==> src/rtl/bus_arbiter_rr.sv <==
// Four-master round-robin bus arbiter with active-low request/grant lines,
// one cycle of registered grant latency, and an optional tenure limit that
// preempts a long-holding master unless it holds the bus lock.
module bus_arbiter_rr #(
  parameter int unsigned MAX_TENURE = 16,  // 0 disables preemption
  parameter int unsigned CNT_W      = 5    // 2**CNT_W must exceed MAX_TENURE
) (
  input  logic       clk,
  input  logic       reset,
  input  logic       m0_req_,
  input  logic       m1_req_,
  input  logic       m2_req_,
  input  logic       m3_req_,
  input  logic       bus_lock_,
  output logic       m0_grnt_,
  output logic       m1_grnt_,
  output logic       m2_grnt_,
  output logic       m3_grnt_,
  output logic [1:0] owner,
  output logic       bus_busy
);

  localparam int unsigned N_MASTERS = 4;
  localparam logic [CNT_W-1:0] TENURE_MAX = CNT_W'(MAX_TENURE);
  localparam logic PREEMPT_EN = (MAX_TENURE != 0);

  typedef enum logic [1:0] {
    ST_IDLE  = 2'd0,
    ST_OWNED = 2'd1,
    ST_GAP   = 2'd2
  } state_t;

  state_t                 r_state;
  logic [N_MASTERS-1:0]   r_grnt_n;
  logic [1:0]             r_owner;
  logic [1:0]             r_last;
  logic                   r_busy;
  logic [CNT_W-1:0]       r_cnt;

  logic [N_MASTERS-1:0]   w_req;
  logic [N_MASTERS-1:0]   w_owner_oh;
  logic [N_MASTERS-1:0]   w_others;
  logic                   w_found;
  logic [1:0]             w_win;
  logic [1:0]             w_idx;
  logic                   w_preempt;
  logic [N_MASTERS-1:0]   w_win_grnt_n;

  // Active-high request vector and the competitors of the current owner
  assign w_req        = ~{m3_req_, m2_req_, m1_req_, m0_req_};
  assign w_owner_oh   = 4'b0001 << r_owner;
  assign w_others     = w_req & ~w_owner_oh;
  assign w_win_grnt_n = ~(4'b0001 << w_win);

  // Tenure expired with a competitor waiting and no lock held
  assign w_preempt = PREEMPT_EN && (r_cnt == TENURE_MAX) && (|w_others) && bus_lock_;

  // Round-robin search starting just after the last owner, wrapping upward
  always_comb begin
    w_found = 1'b0;
    w_win   = 2'd0;
    w_idx   = 2'd0;
    for (int i = 0; i < N_MASTERS; i++) begin
      w_idx = r_last + 2'(i + 1);
      if (!w_found && w_req[w_idx]) begin
        w_found = 1'b1;
        w_win   = w_idx;
      end
    end
  end

  // Arbitration state machine; all outputs are registered here
  always_ff @(posedge clk or negedge reset) begin
    if (!reset) begin
      r_state  <= ST_IDLE;
      r_grnt_n <= '1;
      r_owner  <= 2'd0;
      r_last   <= 2'd3;   // master 0 gets first priority after reset
      r_busy   <= 1'b0;
      r_cnt    <= '0;
    end else begin
      case (r_state)
        ST_OWNED: begin
          if (w_req[r_owner]) begin
            if (w_preempt) begin
              // Drop the grant for one gap cycle; owner stays last in rotation
              r_state  <= ST_GAP;
              r_grnt_n <= '1;
              r_busy   <= 1'b0;
              r_cnt    <= '0;
            end else if (r_cnt < TENURE_MAX) begin
              r_cnt <= r_cnt + CNT_W'(1);
            end
          end else if (w_found) begin
            // Owner released: direct handover without a gap
            r_state  <= ST_OWNED;
            r_grnt_n <= w_win_grnt_n;
            r_owner  <= w_win;
            r_last   <= w_win;
            r_busy   <= 1'b1;
            r_cnt    <= CNT_W'(1);
          end else begin
            r_state  <= ST_IDLE;
            r_grnt_n <= '1;
            r_busy   <= 1'b0;
            r_cnt    <= '0;
          end
        end
        default: begin
          // IDLE and GAP arbitrate identically
          if (w_found) begin
            r_state  <= ST_OWNED;
            r_grnt_n <= w_win_grnt_n;
            r_owner  <= w_win;
            r_last   <= w_win;
            r_busy   <= 1'b1;
            r_cnt    <= CNT_W'(1);
          end else begin
            r_state  <= ST_IDLE;
            r_grnt_n <= '1;
            r_busy   <= 1'b0;
            r_cnt    <= '0;
          end
        end
      endcase
    end
  end

  assign m0_grnt_ = r_grnt_n[0];
  assign m1_grnt_ = r_grnt_n[1];
  assign m2_grnt_ = r_grnt_n[2];
  assign m3_grnt_ = r_grnt_n[3];
  assign owner    = r_owner;
  assign bus_busy = r_busy;

endmodule

==> config.mk <==
export PLATFORM = sky130hd
export DESIGN_NAME = bus_arbiter_rr
export DESIGN_NICKNAME = d
export VERILOG_FILES = /design/src/rtl/bus_arbiter_rr.sv
export SDC_FILE = /design/constraint.sdc
export NUM_CORES = 1
export LEC_CHECK = 0
export ABC_AREA = 1
export ABC_CLOCK_PERIOD_IN_PS = 1740
export BUFFER_PORTS_ARGS = -buffer_cell sky130_fd_sc_hd__buf_4
export CAP_MARGIN = 20
export CORE_MARGIN = 2
export CORE_UTILIZATION = 50
export DETAILED_ROUTE_END_ITERATION = 7
export PLACE_DENSITY_LB_ADDON = 0.15
export SETUP_SLACK_MARGIN = 0.4
export SYNTH_ARGS = -nofsm -noshare
export SYNTH_HDL_FRONTEND = slang
export SYNTH_SLANG_ARGS = --single-unit
==> constraint.sdc <==
create_clock -name clk -period 1.74 [get_ports clk]
set_clock_uncertainty 0.15 [all_clocks]
set_input_delay 0.522 -clock clk [delete_from_list [all_inputs] [get_ports clk]]
set_output_delay 0.522 -clock clk [all_outputs]
set_load 0.005 [all_outputs]
# Word level (Yosys, flattened, before mapping)
# Index checks and enable logic that the tools add are counted.
# W data, S select, Z words.
dict set report totals {
  wordCells 77
  inputBits 7
  regBits 16
}
dict set report classes {
  n_mux 41
  order_cmp 6
  shift 2
  bitwise 4
  reduce_logical 9
  addsub 4
  n_eq_ne 5
}
# operator n
set op_table {}
lappend op_table {{$mux W2} 13}
lappend op_table {{$mux W5} 4}
lappend op_table {{$mux W4} 4}
lappend op_table {{$lt A2 B3 Y1 const B} 5}
lappend op_table {{$mux W1} 15}
lappend op_table {{$not A4 Y4} 3}
lappend op_table {{$bmux W1 S2} 5}
lappend op_table {{$shl A1 B2 Y4 const A} 2}
lappend op_table {{$add A5 B1 Y5 const B} 1}
lappend op_table {{$eq A5 B5 Y1 const B} 1}
lappend op_table {{$logic_and A1 B1 Y1} 5}
lappend op_table {{$lt A5 B5 Y1 const B} 1}
lappend op_table {{$add A2 B2 Y2 const B} 2}
lappend op_table {{$and A4 B4 Y4} 1}
lappend op_table {{$ne A4 B4 Y1 const B} 1}
lappend op_table {{$reduce_or A4 Y1} 1}
lappend op_table {{$logic_not A1 Y1} 3}
lappend op_table {{$ne A3 B3 Y1 const B} 1}
lappend op_table {{$add A2 B1 Y2 const B} 1}
lappend op_table {{$eq A2 B1 Y1 const B} 1}
lappend op_table {{$ne A2 B2 Y1 const B} 1}

# Depth between registers and ports, before layout
dict set report depth {
  depth_word 18
  mapped_depth 12
  mapped_depth_nobuf 11
}

# Least setup slack after synthesis
# Ideal clock, no wire load.
dict set report synth_timing {
  kind {reg-to-reg}
  start {reg r_last[0]}
  end {reg r_owner[1], in the netlist owner[1]}
  arrival_time_ps 1339
  slack_ps 130
  t_required_ps 1468
  stages_incl_launch_ff 11
  setup_time_ps 122
  cell_sequence {dfstp_2 > buf_4 > nand2_1 > nand2_2 > nand2_1 > nand2_4 > nand4_4 > nand2_4 > inv_2 > nand2_1 > o21ai_1}
}
dict set report synth_via {
  elab_chain_len 16
}
# element line_no
set synth_lines {}
lappend synth_lines {{start, declared} 36} ;# logic [1:0] r_last;
lappend synth_lines {{start signal, assigned} 99} ;# r_last <= w_win;
lappend synth_lines {{start signal, assigned} 115} ;# r_last <= w_win;
lappend synth_lines {{$add A2 B1 Y2} 64} ;# w_idx = r_last + 2'(i + 1);
lappend synth_lines {{$bmux W1 S2} 65} ;# if (!w_found && w_req[w_idx]) begin
lappend synth_lines {{$mux W1 (implied by the code)} 65}
lappend synth_lines {{$mux W1} 65}
lappend synth_lines {{$logic_not A1 Y1} 65}
lappend synth_lines {{$logic_and A1 B1 Y1} 65}
lappend synth_lines {{$mux W1} 65}
lappend synth_lines {{$logic_not A1 Y1} 65}
lappend synth_lines {{$logic_and A1 B1 Y1} 65}
lappend synth_lines {{$mux W1} 65}
lappend synth_lines {{$logic_not A1 Y1} 65}
lappend synth_lines {{$logic_and A1 B1 Y1} 65}
lappend synth_lines {{$mux W2 / $mux W1 (equally long branches)} 65}
lappend synth_lines {{$mux W2 (*)} {94, 111}}
lappend synth_lines {{$mux W2} 84} ;# if (w_req[r_owner]) begin
lappend synth_lines {{$mux W2 (*)} 82} ;# case (r_state)
lappend synth_lines {{end signal, assigned} 98} ;# r_owner <= w_win;
lappend synth_lines {{end signal, assigned} 114} ;# r_owner <= w_win;
lappend synth_lines {{end, declared} 35} ;# logic [1:0] r_owner;
# Every way passes the cells marked *; elsewhere a longest branch is shown, timed or not. The select of a mux whose other input is x is not followed.
# A chain may end at the register's enable or synchronous reset.

# Worst setup path in the final report
# Ends and elaborated chain as after synthesis.

==> metrics.md <==
| Metric | Value |
|---|---|
| Final setup viols | `0` |
| Port Buffers | `13` |
| Initial DRC count | `28` |
| Max stage delay on crit path | `620 ps` |
| R2r setup slk | `approximately 2.4 ps` |
| Mapped cell area | `slightly above 0.001 mm^2` |
| Worst-Margin Slew | `roughly 250 ps` |
| Leakage | `0.715 nW` |
| Finished Cell Area | `~0.0015 mm^2` |
| Global routing usage on met1 | `between 20% and 30%` |
| FF-to-FF Start | `r_last[0]` |
| Placeable Area | `just under 0.002 mm^2` |
| Fmax | `~580 MHz` |
| Die height | `about 50 um` |
| Clock Latency Late Sink | `roughly 280 ps` |
| Yosys warnings | `0` |
| H-tree depth | `1` |
| Commonest non-fill, non-tap cell in the layout | `nand2_1` |
| CTS Buf Count | `3` |
| Fin crit share | `99.9%` |
| Clk sinks | `15` |
| Drt wl/cell | `roughly 14 um` |
| Vias per cell | `between 5 and 6` |
| Initial antenna violation count | `0` |
| Area delta synth->final | `47.0%` |
| Ant diodes | `0` |
| Most frequent cells in the layout | `nand2_1 (20), nand2_2 (18), buf_4 (14), nand2_4 (13), inv_1 (10)` |
| CP bufs+invs | `2` |
| Mapped Nets | `150` |
| CP arrival | `1760 ps` |
| Slew Limit Headroom | `between 80% and 90%` |
| Clk Tree Root Cell | `clkbuf_4` |
| CP Capture Type | `flop` |
| R2R cell count | `10` |
| Largest net degree at the start of global routing | `16` |
| Hold Startpoint | `r_grnt_n[1]` |
| Worst Path Class, Setup | `flop to flop` |
| Vias in the first global route | `between 900 and 1000` |
| Max VDD drop | `1.32 mV` |
| Drt total wl | `2670 um` |
| Min cycle time layout | `approximately 1700 ps` |
| Number of cells on the worst hold path | `2` |
| Required @ worst endpoint | `between 1500 and 2000 ps` |
| DR pass1 iterations | `4` |
| Congestion Overflow GR | `0` |
| Pwr Density | `between 2000 and 2500 mW/mm^2` |
| Yosys cell types | `22` |
| Antenna-violating nets left | `0` |
| HP Class | `flop to flop` |
| R2R Path End | `owner[1]` |
| Synthesized area per cell | `~7.3 um^2` |
| CP startpoint kind | `flop` |
| Met2 usage | `40.7%` |
| # rows | `16` |
| Worst Hold Path EP | `r_grnt_n[1]` |
| Setup ws final | `~2.4 ps` |
| GRT Total Usage | `22.6%` |
| Layout cells sized above 1 | `56.2%` |
| Max-slew violation count | `0` |
| Met3 usage | `between 3 and 4%` |
| Clock Path Buffers | `2` |
| Post-synthesis sequential area ratio | `a little under two fifths` |
| Die Span X | `~50 um` |
| Routability cong. | `0.859` |
| Post-synthesis register bit count | `15` |
| Family with the most delay on the worst path | `flip-flops` |
| Placed Area | `approximately 0.0012 mm^2` |
| Final Hold Fails | `0` |
| Global-route wire length before repair | `approximately 4200 um` |
| Die area | `about 0.0025 mm^2` |
| Clock-pin slew on the worst setup and hold paths | `about 90 ps` |
| CP max-delay cell | `dfstp_2` |
| Via Count | `slightly above 1000` |
| Critical Path Most Common Cell | `nand2_4` |
| Area taken by multi-input logic gates | `about 760 um^2` |
| Post-layout nets | `approximately 180` |
| RSZ-0062 raised after global routing | `yes` |
| CTS tree | `built` |
| Synth Instances | `~140` |
| Initial core utilization | `between 50% and 60%` |
| Crit path max fanout | `8` |
| Post-Place Setup Slack | `-93.7 ps` |
| IO Count | `14` |
| FF/Latch Area | `roughly 390 um^2` |
| Hpwl dp | `~1700 um` |
| GRT busiest layer | `met2` |
| DRC | `0` |
| Max-cap violations | `0` |
| Filler instances | `142` |
| Crit-path cells | `buf_6 -> nand2_4 -> nand2_8 -> nand2_4 -> nand2_4 -> nand4_4 -> nand2_4 -> inv_4 -> nand2_2 -> o21ai_1` |
| Run status | `finished clean` |
## state kept, by name (all words and copies together), names as in the netlist
signal / cells
owner: 2
r_grnt_n: 4
r_state: 2
r_cnt: 5
r_last: 2
## worst min-delay path, cell delays in order (launching register included)
cell	delay, ps
dfstp_2	390
nor2_1	120
a21oi_2	40
## what timing repair did
| item | 4_1_cts | 5_1_grt |
|---|---|---|
| buffers inserted | 5 | 5 |
| setup endpoints to repair | 22 | 22 |
| gates resized for setup | 26 | 27 |
| cloned | 1 | 0 |
| hold buffers | 1 | 0 |
| hold endpoints to repair | 9 | 0 |
| pin swaps | 14 | 6 |
## worst max-delay path by stage
stage               cells past startpoint           to       from
floorplan                              10     owner[1]  r_last[0]
global placement                        8     owner[1]  r_last[0]
detailed placement                      8     owner[1]  r_last[0]
CTS                                    10     owner[1]  r_last[0]
global route                            8  r_grnt_n[0]  r_last[0]
finish                                 10     owner[1]  r_last[0]
## kinds of logic after synthesis
| group | after synthesis | share of synthesized area [%] |
|---|---|---|
| and+or+nand+nor | 86 | 42.3 |
| buffers and inverters | 18 | 7.61 |
| AOI/OAI and AO/OA | 17 | 8.21 |
| DFF | 15 | 37.0 |
| xor gates and xnor gates | 3 | 2.54 |
| adders and majority gates | 2 | 2.42 |
## cell usage after synthesis (all sizes together)
library cell / number / area share (%)
nand2: 51 / 24
inv: 16 / 5.8
nor2: 15 / 6.4
nand3: 12 / 5.8
o21ai: 10 / 4.8
dfrtp: 9 / 22
a21oi: 7 / 3.4
dfstp: 6 / 15
nand4: 6 / 5.1
xor2: 3 / 2.5
buf: 2 / 1.8
ha: 2 / 2.4
and2: 1 / 0.60
nor4: 1 / 0.60
## per-layer routing
| layer | up-vias | share of wire [%] |
|---|---|---|
| met4 | 0 | 1.8 |
| met3 | 6 | 2.1 |
| met5 | - | 0 |
| met2 | 19 | 55 |
| met1 | 478 | 41 |
| li1 | 513 | - |
## through the flow
step,setup TNS [ps],power (W),util (%),hold WS (ps),instances
after global routing,-360,0.00346,77.6,415,196
after global placement,-201,0.00222,60.7,230,180
final,0,0.00322,77.6,392,196
after detailed placement,-317,0.00226,60.7,235,180
after CTS,0,0.00282,70.3,368,191
after floorplan,0,0.00191,-,76.4,141
## power breakdown
group	leakage, nW	switching, W	internal [W]
Clock	0.0177	0.000113	0.0000854
Combinational	0.523	0.00136	0.000958
Sequential	0.175	0.000164	0.000542
Total	0.715	0.00163	0.00159
## layout make-up
class,instances,share of cell area [%]
Clock buffer,3,1.48
Clock inverter,1,0.329
Inverter,16,4.77
Multi-Input combinational cell,109,49.8
Sequential cell,15,25.3
Tap cell,27,2.22
Timing Repair Buffer,25,16.1
Power figures use the tool's default switching activity.
